===== src/rtl/march_mbist.sv =====
// rtl/march_mbist.sv - March C- memory built-in self-test controller
//
// Runs March C- over a single-port synchronous RAM with a 1-cycle read latency:
//   M0 up(w0); M1 up(r0,w1); M2 up(r1,w0); M3 down(r0,w1); M4 down(r1,w0); M5 up(r0)
// While busy the controller owns mem_addr/mem_din/mem_we; otherwise they are held at 0.
//
// Ports:
//   clk, rst          rising-edge clock, asynchronous active-high reset
//   start             begin a run (accepted in IDLE/DONE only)
//   busy, done        run in progress / run finished (done held until next accepted start)
//   fail, fail_count  sticky mismatch flag and saturating mismatch count for the current run
//   first_fail_addr   address of the first mismatch of the run
//   first_fail_elem   march element (1..5) of the first mismatch
//   err_valid         1-cycle strobe per mismatch, with err_addr/err_data
//   mem_addr, mem_din, mem_we  RAM request; mem_dout  RAM read data
module march_mbist #(
  parameter int DW           = 8,
  parameter int AW           = 5,
  parameter int CW           = 8,
  parameter int STOP_ON_FAIL = 0
) (
  input  logic          clk,
  input  logic          rst,
  input  logic          start,
  output logic          busy,
  output logic          done,
  output logic          fail,
  output logic [CW-1:0] fail_count,
  output logic [AW-1:0] first_fail_addr,
  output logic [2:0]    first_fail_elem,
  output logic          err_valid,
  output logic [AW-1:0] err_addr,
  output logic [DW-1:0] err_data,
  output logic [AW-1:0] mem_addr,
  output logic [DW-1:0] mem_din,
  output logic          mem_we,
  input  logic [DW-1:0] mem_dout
);

  typedef enum logic [2:0] {
    S_IDLE,
    S_WRT,
    S_RD,
    S_CMP,
    S_WR,
    S_DONE
  } state_t;

  localparam logic [AW-1:0] ADDR_MAX = '1;

  state_t        state;
  logic [AW-1:0] addr;
  logic [2:0]    elem;

  logic [DW-1:0] exp_bg;
  logic          down;
  logic          last_addr;
  logic [2:0]    next_elem;
  logic [AW-1:0] next_start;
  logic          mismatch;

  always_comb begin
    exp_bg     = '0;
    down       = 1'b0;
    next_elem  = elem + 3'd1;
    next_start = '0;
    // M2 and M4 read the all-ones background; M3/M4 walk the address space downwards
    if (elem == 3'd2 || elem == 3'd4) exp_bg = '1;
    if (elem == 3'd3 || elem == 3'd4) down = 1'b1;
    last_addr = down ? (addr == '0) : (addr == ADDR_MAX);
    if (next_elem == 3'd3 || next_elem == 3'd4) next_start = ADDR_MAX;
    mismatch = (mem_dout != exp_bg);
  end

  always_ff @(posedge clk or posedge rst) begin
    if (rst) begin
      state           <= S_IDLE;
      addr            <= '0;
      elem            <= '0;
      busy            <= 1'b0;
      done            <= 1'b0;
      fail            <= 1'b0;
      fail_count      <= '0;
      first_fail_addr <= '0;
      first_fail_elem <= '0;
      err_valid       <= 1'b0;
      err_addr        <= '0;
      err_data        <= '0;
      mem_addr        <= '0;
      mem_din         <= '0;
      mem_we          <= 1'b0;
    end else begin
      err_valid <= 1'b0;
      case (state)
        S_IDLE, S_DONE: begin
          if (start) begin
            state           <= S_WRT;
            elem            <= '0;
            addr            <= '0;
            busy            <= 1'b1;
            done            <= 1'b0;
            fail            <= 1'b0;
            fail_count      <= '0;
            first_fail_addr <= '0;
            first_fail_elem <= '0;
            // first M0 write is presented in the very first busy cycle
            mem_we          <= 1'b1;
            mem_addr        <= '0;
            mem_din         <= '0;
          end
        end

        S_WRT: begin
          if (addr == ADDR_MAX) begin
            state    <= S_RD;
            elem     <= 3'd1;
            addr     <= '0;
            mem_we   <= 1'b0;
            mem_addr <= '0;
          end else begin
            addr     <= addr + 1'b1;
            mem_addr <= addr + 1'b1;
          end
        end

        // address is already on the bus; RAM data is available in CMP
        S_RD: state <= S_CMP;

        S_CMP: begin
          if (mismatch) begin
            err_valid <= 1'b1;
            err_addr  <= addr;
            err_data  <= mem_dout;
            fail      <= 1'b1;
            if (fail_count != {CW{1'b1}}) fail_count <= fail_count + 1'b1;
            if (!fail) begin
              first_fail_addr <= addr;
              first_fail_elem <= elem;
            end
          end
          if ((mismatch && STOP_ON_FAIL != 0) || (elem == 3'd5 && last_addr)) begin
            state    <= S_DONE;
            busy     <= 1'b0;
            done     <= 1'b1;
            mem_we   <= 1'b0;
            mem_addr <= '0;
            mem_din  <= '0;
          end else if (elem == 3'd5) begin
            state    <= S_RD;
            addr     <= addr + 1'b1;
            mem_addr <= addr + 1'b1;
          end else begin
            // the inverse background is written even after a failed compare
            state   <= S_WR;
            mem_we  <= 1'b1;
            mem_din <= ~exp_bg;
          end
        end

        S_WR: begin
          state   <= S_RD;
          mem_we  <= 1'b0;
          mem_din <= '0;
          if (last_addr) begin
            elem     <= next_elem;
            addr     <= next_start;
            mem_addr <= next_start;
          end else if (down) begin
            addr     <= addr - 1'b1;
            mem_addr <= addr - 1'b1;
          end else begin
            addr     <= addr + 1'b1;
            mem_addr <= addr + 1'b1;
          end
        end

        default: state <= S_IDLE;
      endcase
    end
  end

endmodule


===== config.mk =====
export PLATFORM = sky130hd
export DESIGN_NAME = march_mbist
export DESIGN_NICKNAME = d
export VERILOG_FILES = /design/src/rtl/march_mbist.sv
export SDC_FILE = /design/constraint.sdc
export NUM_CORES = 1
export LEC_CHECK = 0
export ABC_AREA = 0
export CAP_MARGIN = 10
export CORE_ASPECT_RATIO = 0.5
export CORE_UTILIZATION = 45
export CTS_CLUSTER_SIZE = 16
export DETAILED_ROUTE_END_ITERATION = 6
export HOLD_SLACK_MARGIN = 0.15
export PLACE_DENSITY = 0.71
export SLEW_MARGIN = 25
export SYNTH_ARGS = -nofsm -noshare
export SYNTH_HDL_FRONTEND = slang
export SYNTH_SLANG_ARGS = --single-unit
export TNS_END_PERCENT = 1

===== constraint.sdc =====
create_clock -name clk -period 3.55 [get_ports clk]
set_clock_uncertainty 0.15 [all_clocks]
set_input_delay 0.71 -clock clk [delete_from_list [all_inputs] [get_ports clk]]
set_output_delay 0.71 -clock clk [all_outputs]
set_load 0.05 [all_outputs]

# [Yosys cells after proc, flatten, opt, wreduce, memory -nomap -nowiden]
# Index checks and enable logic that the tools add are counted.
[word_totals] wordCells=116 register_bits=58
[op_classes] muxes=49 addsub=4 n_bitwise=1 eq_ne=25 reduce_logical=22
[ops] operator="two-way mux 5 bit" count=10
[ops] operator="two-way mux 8 bit" count=6
[ops] operator="case mux 5 bit (4 select lines)" count=2
[ops] operator="two-way mux 3 bit" count=9
[ops] operator="case mux 8 bit (3 select lines)" count=1
[ops] operator="AND reduction 4 bit" count=5
[ops] operator="inequality test 2 bit (second input constant)" count=9
[ops] operator="case mux 8 bit (2 select lines)" count=1
[ops] operator="== test 3 x 2 -> 1 bit (second input constant)" count=5
[ops] operator="== test 3 bit (second input constant)" count=5
[ops] operator="case mux 3 bit (5 select lines)" count=1
[ops] operator="two-way mux 1 bit" count=12
[ops] operator="AND reduction 3 bit" count=4
[ops] operator="case mux 5 bit (2 select lines)" count=1
[ops] operator="case mux 3 bit (3 select lines)" count=1
[ops] operator="adder 8 x 1 -> 8 bit (second input constant)" count=1
[ops] operator="inequality test 8 bit" count=1
[ops] operator="inequality test 8 bit (second input constant)" count=1
[ops] operator="inverter 8 bit" count=1
[ops] operator="inequality test 3 bit (second input constant)" count=2
[ops] operator="case mux 1 bit (2 select lines)" count=3
[ops] operator="case mux 3 bit (2 select lines)" count=1
[ops] operator="nonzero test 3 bit" count=2
[ops] operator="adder 5 x 1 -> 5 bit (second input constant)" count=1
[ops] operator="13 further kinds" count=16

# [Longest topological paths before layout]
[depth] ltp_word=7 mapped_depth=10

# [Least setup slack after synthesis]
# No wires, ideal clock.
[synth_path] path_kind="register to register" from="register addr[1]" to="register elem[2]" n_path_buf=1 t_required_ns=3.279 setup_ns=0.121 stages_incl_launch_ff=11 arrival_time_ns=2.170 slack_ns=1.110 path_cell_list="dfrtp_1 ha_1 inv_1 nor3_1 ha_1 clkbuf_1 mux2_2 mux2i_1 a211oi_4 o21ai_1 a22o_1"
[synth_between] elab_chain_len=4
[synth_rtl] item="from (decl)" line_no="52" source="logic [AW-1:0] addr;"
[synth_rtl] item="from (signal assigned)" line_no="121" source="addr <= addr + 1'b1;"
[synth_rtl] item="from (signal assigned)" line_no="150" source="addr <= addr + 1'b1;"
[synth_rtl] item="from (signal assigned)" line_no="166" source="addr <= next_start;"
[synth_rtl] item="== test 5 bit or logical NOT 5 bit (tied branches)" line_no="70, 114"
[synth_rtl] item="two-way mux 1 bit" line_no="70" source="last_addr = down ? (addr == '0) : (addr == ADDR_MAX);"
[synth_rtl] item="inequality test 2 bit (no line)"
[synth_rtl] item="AND reduction 4 bit (no line) *"
[synth_rtl] item="to (signal assigned)" line_no="165" source="elem <= next_elem;"
[synth_rtl] item="to (decl)" line_no="53" source="logic [2:0] elem;"
# Mark *: on every way between the ends. The rest lies on a longest branch, timed or not.
# A chain may end at the register's enable or synchronous reset.

# [Worst setup path in the final report]
[layout_path] from="register elem[0]" to="register mem_we"
[layout_between] elab_chain_len=7
[layout_rtl] item="== test 3 x 2 -> 1 bit or == test 3 bit (tied branches)" line_no="69" source="if (elem == 3'd3 || elem == 3'd4) down = 1'b1;"
[layout_rtl] item="logical OR 1 bit" line_no="69"
[layout_rtl] item="two-way mux 1 bit" line_no="69"
[layout_rtl] item="two-way mux 1 bit" line_no="70"
[layout_rtl] item="logical AND 1 bit" line_no="141" source="if ((mismatch && STOP_ON_FAIL != 0) || (elem == 3'd5 && last_addr)) begin"
[layout_rtl] item="inequality test 3 bit (no line) or two-way mux 1 bit (tied branches)"
[layout_rtl] item="AND reduction 4 bit (no line) or case mux 1 bit (4 select lines) (tied branches)"
[layout_rtl] item="to (signal assigned)" line_no="91" source="mem_we <= 1'b0;"
[layout_rtl] item="to (signal assigned)" line_no="145" source="mem_we <= 1'b0;"
[layout_rtl] item="to (signal assigned)" line_no="155" source="mem_we <= 1'b1;"
[layout_rtl] item="to (decl)" line_no="36" source="output logic mem_we,"
# Parallel ways exist; a longest one is shown, timed or not.

==> results by stage <==
Timing:
- Setup repair after global routing left no endpoint under its margin.
- The post-route setup TNS is 0 ps.
- The timing-limited maximum frequency is between 0.3 and 0.4 GHz.
- The share of the clock period used by the worst path is 79.7%.
- The measured slew at the worst slew-check pin is 848 ps.
- The count of final hold-check violations is 0.
- The worst slew margin relative to its limit is 43.4%.
- Setup violations remaining at the end of the flow were counted as 0.
- The clock period minus final worst setup slack is 2830 ps.
- The final number of max-transition violations came to 0.

Synth:
- The most common flop cell mapped by yosys is dfrtp_1.
- Counting flops and latches in the post-synthesis netlist gives 51.
- Averaged over all synthesized cells, the footprint is ~10 sq um.
- The portion of the post-synthesis area used by sequential elements is 42.9%.
- The post-synthesis async set-or-reset flop share is 100%.
- Synthesis produced a netlist whose cell count is 285.
- The number of synthesis warnings is 0.
- The total nets after synthesis is 307.
- After synthesis the cells add up to ~3000 sq um.
- The synthesized design contains 0 enable-type register cells.
- The distinct cell type count of the synthesized netlist is 58.

Pwr:
- The overall power after layout is between 3 and 4 mW.
- Across the VDD grid, the largest voltage drop is 0.257 mV.
- In this run the static leakage power is 1.58 nW.
- The total power per unit cell area is 906 nW/um^2.

Flow run:
- Across the run, the number of max-cap violations was 0.

Clock tree:
- In this run, post-CTS hold repair placed 0 buffers.
- The tree is rooted in a clkbuf_16.
- The clock drives just over 50 sinks.
- The clock-pin transition on the worst setup and hold timing paths is 70 ps.
- Gates resized during post-CTS repair numbered 0.
- The total number of H-tree levels is 2.
- The CTS buffer count is 5.
- The latest clock arrival within the worst-skew pair is between 200 and 300 ps.
- The number of buffers between clock root and the deepest sink is 2.
- In this run the post-CTS setup repair buffer count came out at 0.
- TritonCTS built the clock tree.

Outcome:
- The flow ran to the end, and the final reports show no timing, DRC or antenna violations.

Setup path:
- The critical-path cell with the highest stage delay is mux2i_2.
- Together, buffers and inverters on the worst path number 1.
- For this run, the slowest stage of the critical path takes 580 ps.
- The slack of the worst reg-to-reg path is 720 ps.
- The required time at the worst-slack endpoint is 3590 ps.
- In this run the worst path has a maximum fanout of 13.
- Among cell families on the critical path, the largest total delay comes from multiplexers.
- The cell occurring most often along the worst timing path is mux2i_2.
- For the worst setup path, the data arrival time is between 2000 and 3000 ps.
- The setup path with the least slack is of type reg2reg.
- The startpoint class of the critical path is a flop.
- Walking the worst path, the cells encountered are inv_1 > ha_1 > mux2i_2 > mux2i_2 > nand2_1 > mux2_2 > o21a_1.
- The kind of capture point of the worst setup path is a flop.

Placement:
- At the end of routability-driven placement, the weighted congestion stood at between 0.8 and 0.9.
- The count of buffers added on input and output ports is 57.
- The number of placed instances, taps included, is between 400 and 500.
- The wire-length estimate of the detail-placed layout is 4880 um.
- Summing all placed instances gives a cell area of 3520 sq um.

Die:
- In this run the count of I/O pins placed on the die edge is 58.
- The floorplan step set the die height to about 59 um.
- The total number of placement rows is 20.
- The die covers 6950 sq um.
- The die extent in x is roughly 120 um.
- The area of the placeable core is 6230 sq um.
- The initial utilization of the core area, before any placement, comes to 47.7%.

Cells and area:
- The top cell types in the final layout, fill and taps aside, are clkdlybuf4s50_1, dfrtp_1, nand2_1, o21ai_0.
- The final layout contains about 350 nets.
- The layout has 483 filler cells.
- The leading cell type in the layout, fill and taps excluded is clkdlybuf4s50_1.
- Measured on the finished design, the core utilization comes to 59.0%.
- The share of final-layout standard cells stronger than drive strength 1 is 12.3%.
- The area taken by flip-flops and latches is 1280 sq um.
- The multi-input combinational cells in the finished layout cover a total of 1480 sq um.
- The number of diodes added for antenna fixing is 0.
- Excluding fillers, the count of instances in the completed layout stands at 420.
- From synthesis to final layout, the design area changed by 23.7%.
- The final standard cell area without fillers is 3680 sq um.

Route:
- The mean number of vias per cell is 5.67.
- The length of the first detailed-routing pass in iterations is 4.
- For this block, the routed nets add up to 6700 um of wire.
- For this block, the via count after detailed routing is 2380.
- In the final routed layout, each cell accounts on average for 15.9 um.
- In this run, the number of DRC markers left after iteration 0 of detailed routing was around 210.
- The number of routed nets with antenna violations is 0.
- The DRC violation count after routing is 0.

GRT:
- Summed over all layers, the global routing overflow is 0.
- The global router's overall resource usage is 20.9%.
- The maximum number of pins on one net before global-route repair is 34.
- The first global-routing pass estimated around 11000 um of wire.
- The via count of the first global-routing pass was 2167.
- The number of antenna violations at the first check in global routing is 0.

Worst hold path:
- The min-delay analysis places its worst path in the category reg2reg.
[flip-flops by register name, indices dropped and copies added (netlist names), 3 cells and up]
register / cells
addr: 5
err_addr: 5
first_fail_addr: 5
state: 3
elem: 3
mem_addr: 5
err_data: 8
fail_count: 8
first_fail_elem: 3
[final timing paths]
kind | startpoint | end | cells after the start
min in group asynchronous | rst | fail_count[7] | 2
worst max register to register | elem[0] | mem_we | 7
worst max-delay path | elem[0] | mem_we | 7
worst min register to register | mem_we | mem_we | 1
max in group asynchronous | rst | mem_addr[2] | 3
worst min-delay path | mem_we | mem_we | 1
[final cells by class]
cell class	instances	area share [%]
multi-input cells	198	40.4
flip-flops and latches	51	34.7
well taps	88	2.99
clock buffers	5	3.40
repair buffers	61	16.3
clock inverters	3	0.783
inverters	14	1.43
[Yosys cell counts, types with 4 or more instances]
cell	number	area, sq um
mux2_2	9	101
mux2_4	8	120
nand3_1	9	45.0
nor3_1	11	55.1
nor2_1	10	37.5
buf_4	8	60.1
o211ai_1	4	30.0
inv_1	13	48.8
dfrtp_1	51	1280
nand2_1	23	86.3
mux2i_1	7	70.1
a21oi_1	12	60.1
ha_1	11	138
a22o_1	10	87.6
o21ai_0	14	70.1
nor4_1	4	25.0
buf_2	6	30.0
nand2b_1	5	31.3
o31ai_1	4	30.0
[stage by stage]
stage               hold WS [ps]  setup WS, ps
CTS                          351           745
global placement             323           636
detailed placement           323           562
finish                       348           720
global route                 378           521
floorplan                    414          1110
[worst reg2reg max path: stages, from the launching register on]
cell and delay [ps]:
dfrtp_1 450, inv_1 130, ha_1 270, mux2i_2 580, mux2i_2 520, nand2_1 180, mux2_2 290, o21a_1 170
[kinds of logic after synthesis]
| logic type | after synthesis | share of synthesized area (%) |
|---|---|---|
| simple gates | 84 | 15.3 |
| buf+inv | 36 | 7.12 |
| compound gates | 73 | 18.1 |
| flops | 51 | 42.9 |
| xor+xnor | 3 | 0.884 |
| fa+ha+maj | 12 | 4.97 |
| mux | 26 | 10.7 |
[where the power goes]
part	internal [mW]	switching [mW]	leakage, nW
Clock	0.269	0.230	0.0759
Combinational	0.703	1.16	0.841
Sequential	0.757	0.216	0.663
Total	1.73	1.60	1.58
[metal layers]
layer / GRT usage (%) / vias to the layer above / wire length [um] / part of all wire, %
met5: 0 / - / 0 / 0
met4: 4.52 / 0 / 32 / 0.48
met2: 33.2 / 84 / 3100 / 46
met1: 30.1 / 1163 / 3230 / 48
li1: - / 1128 / - / -
met3: 3.68 / 5 / 329 / 4.9
No activity file was read; power rests on OpenSTA's default activity.
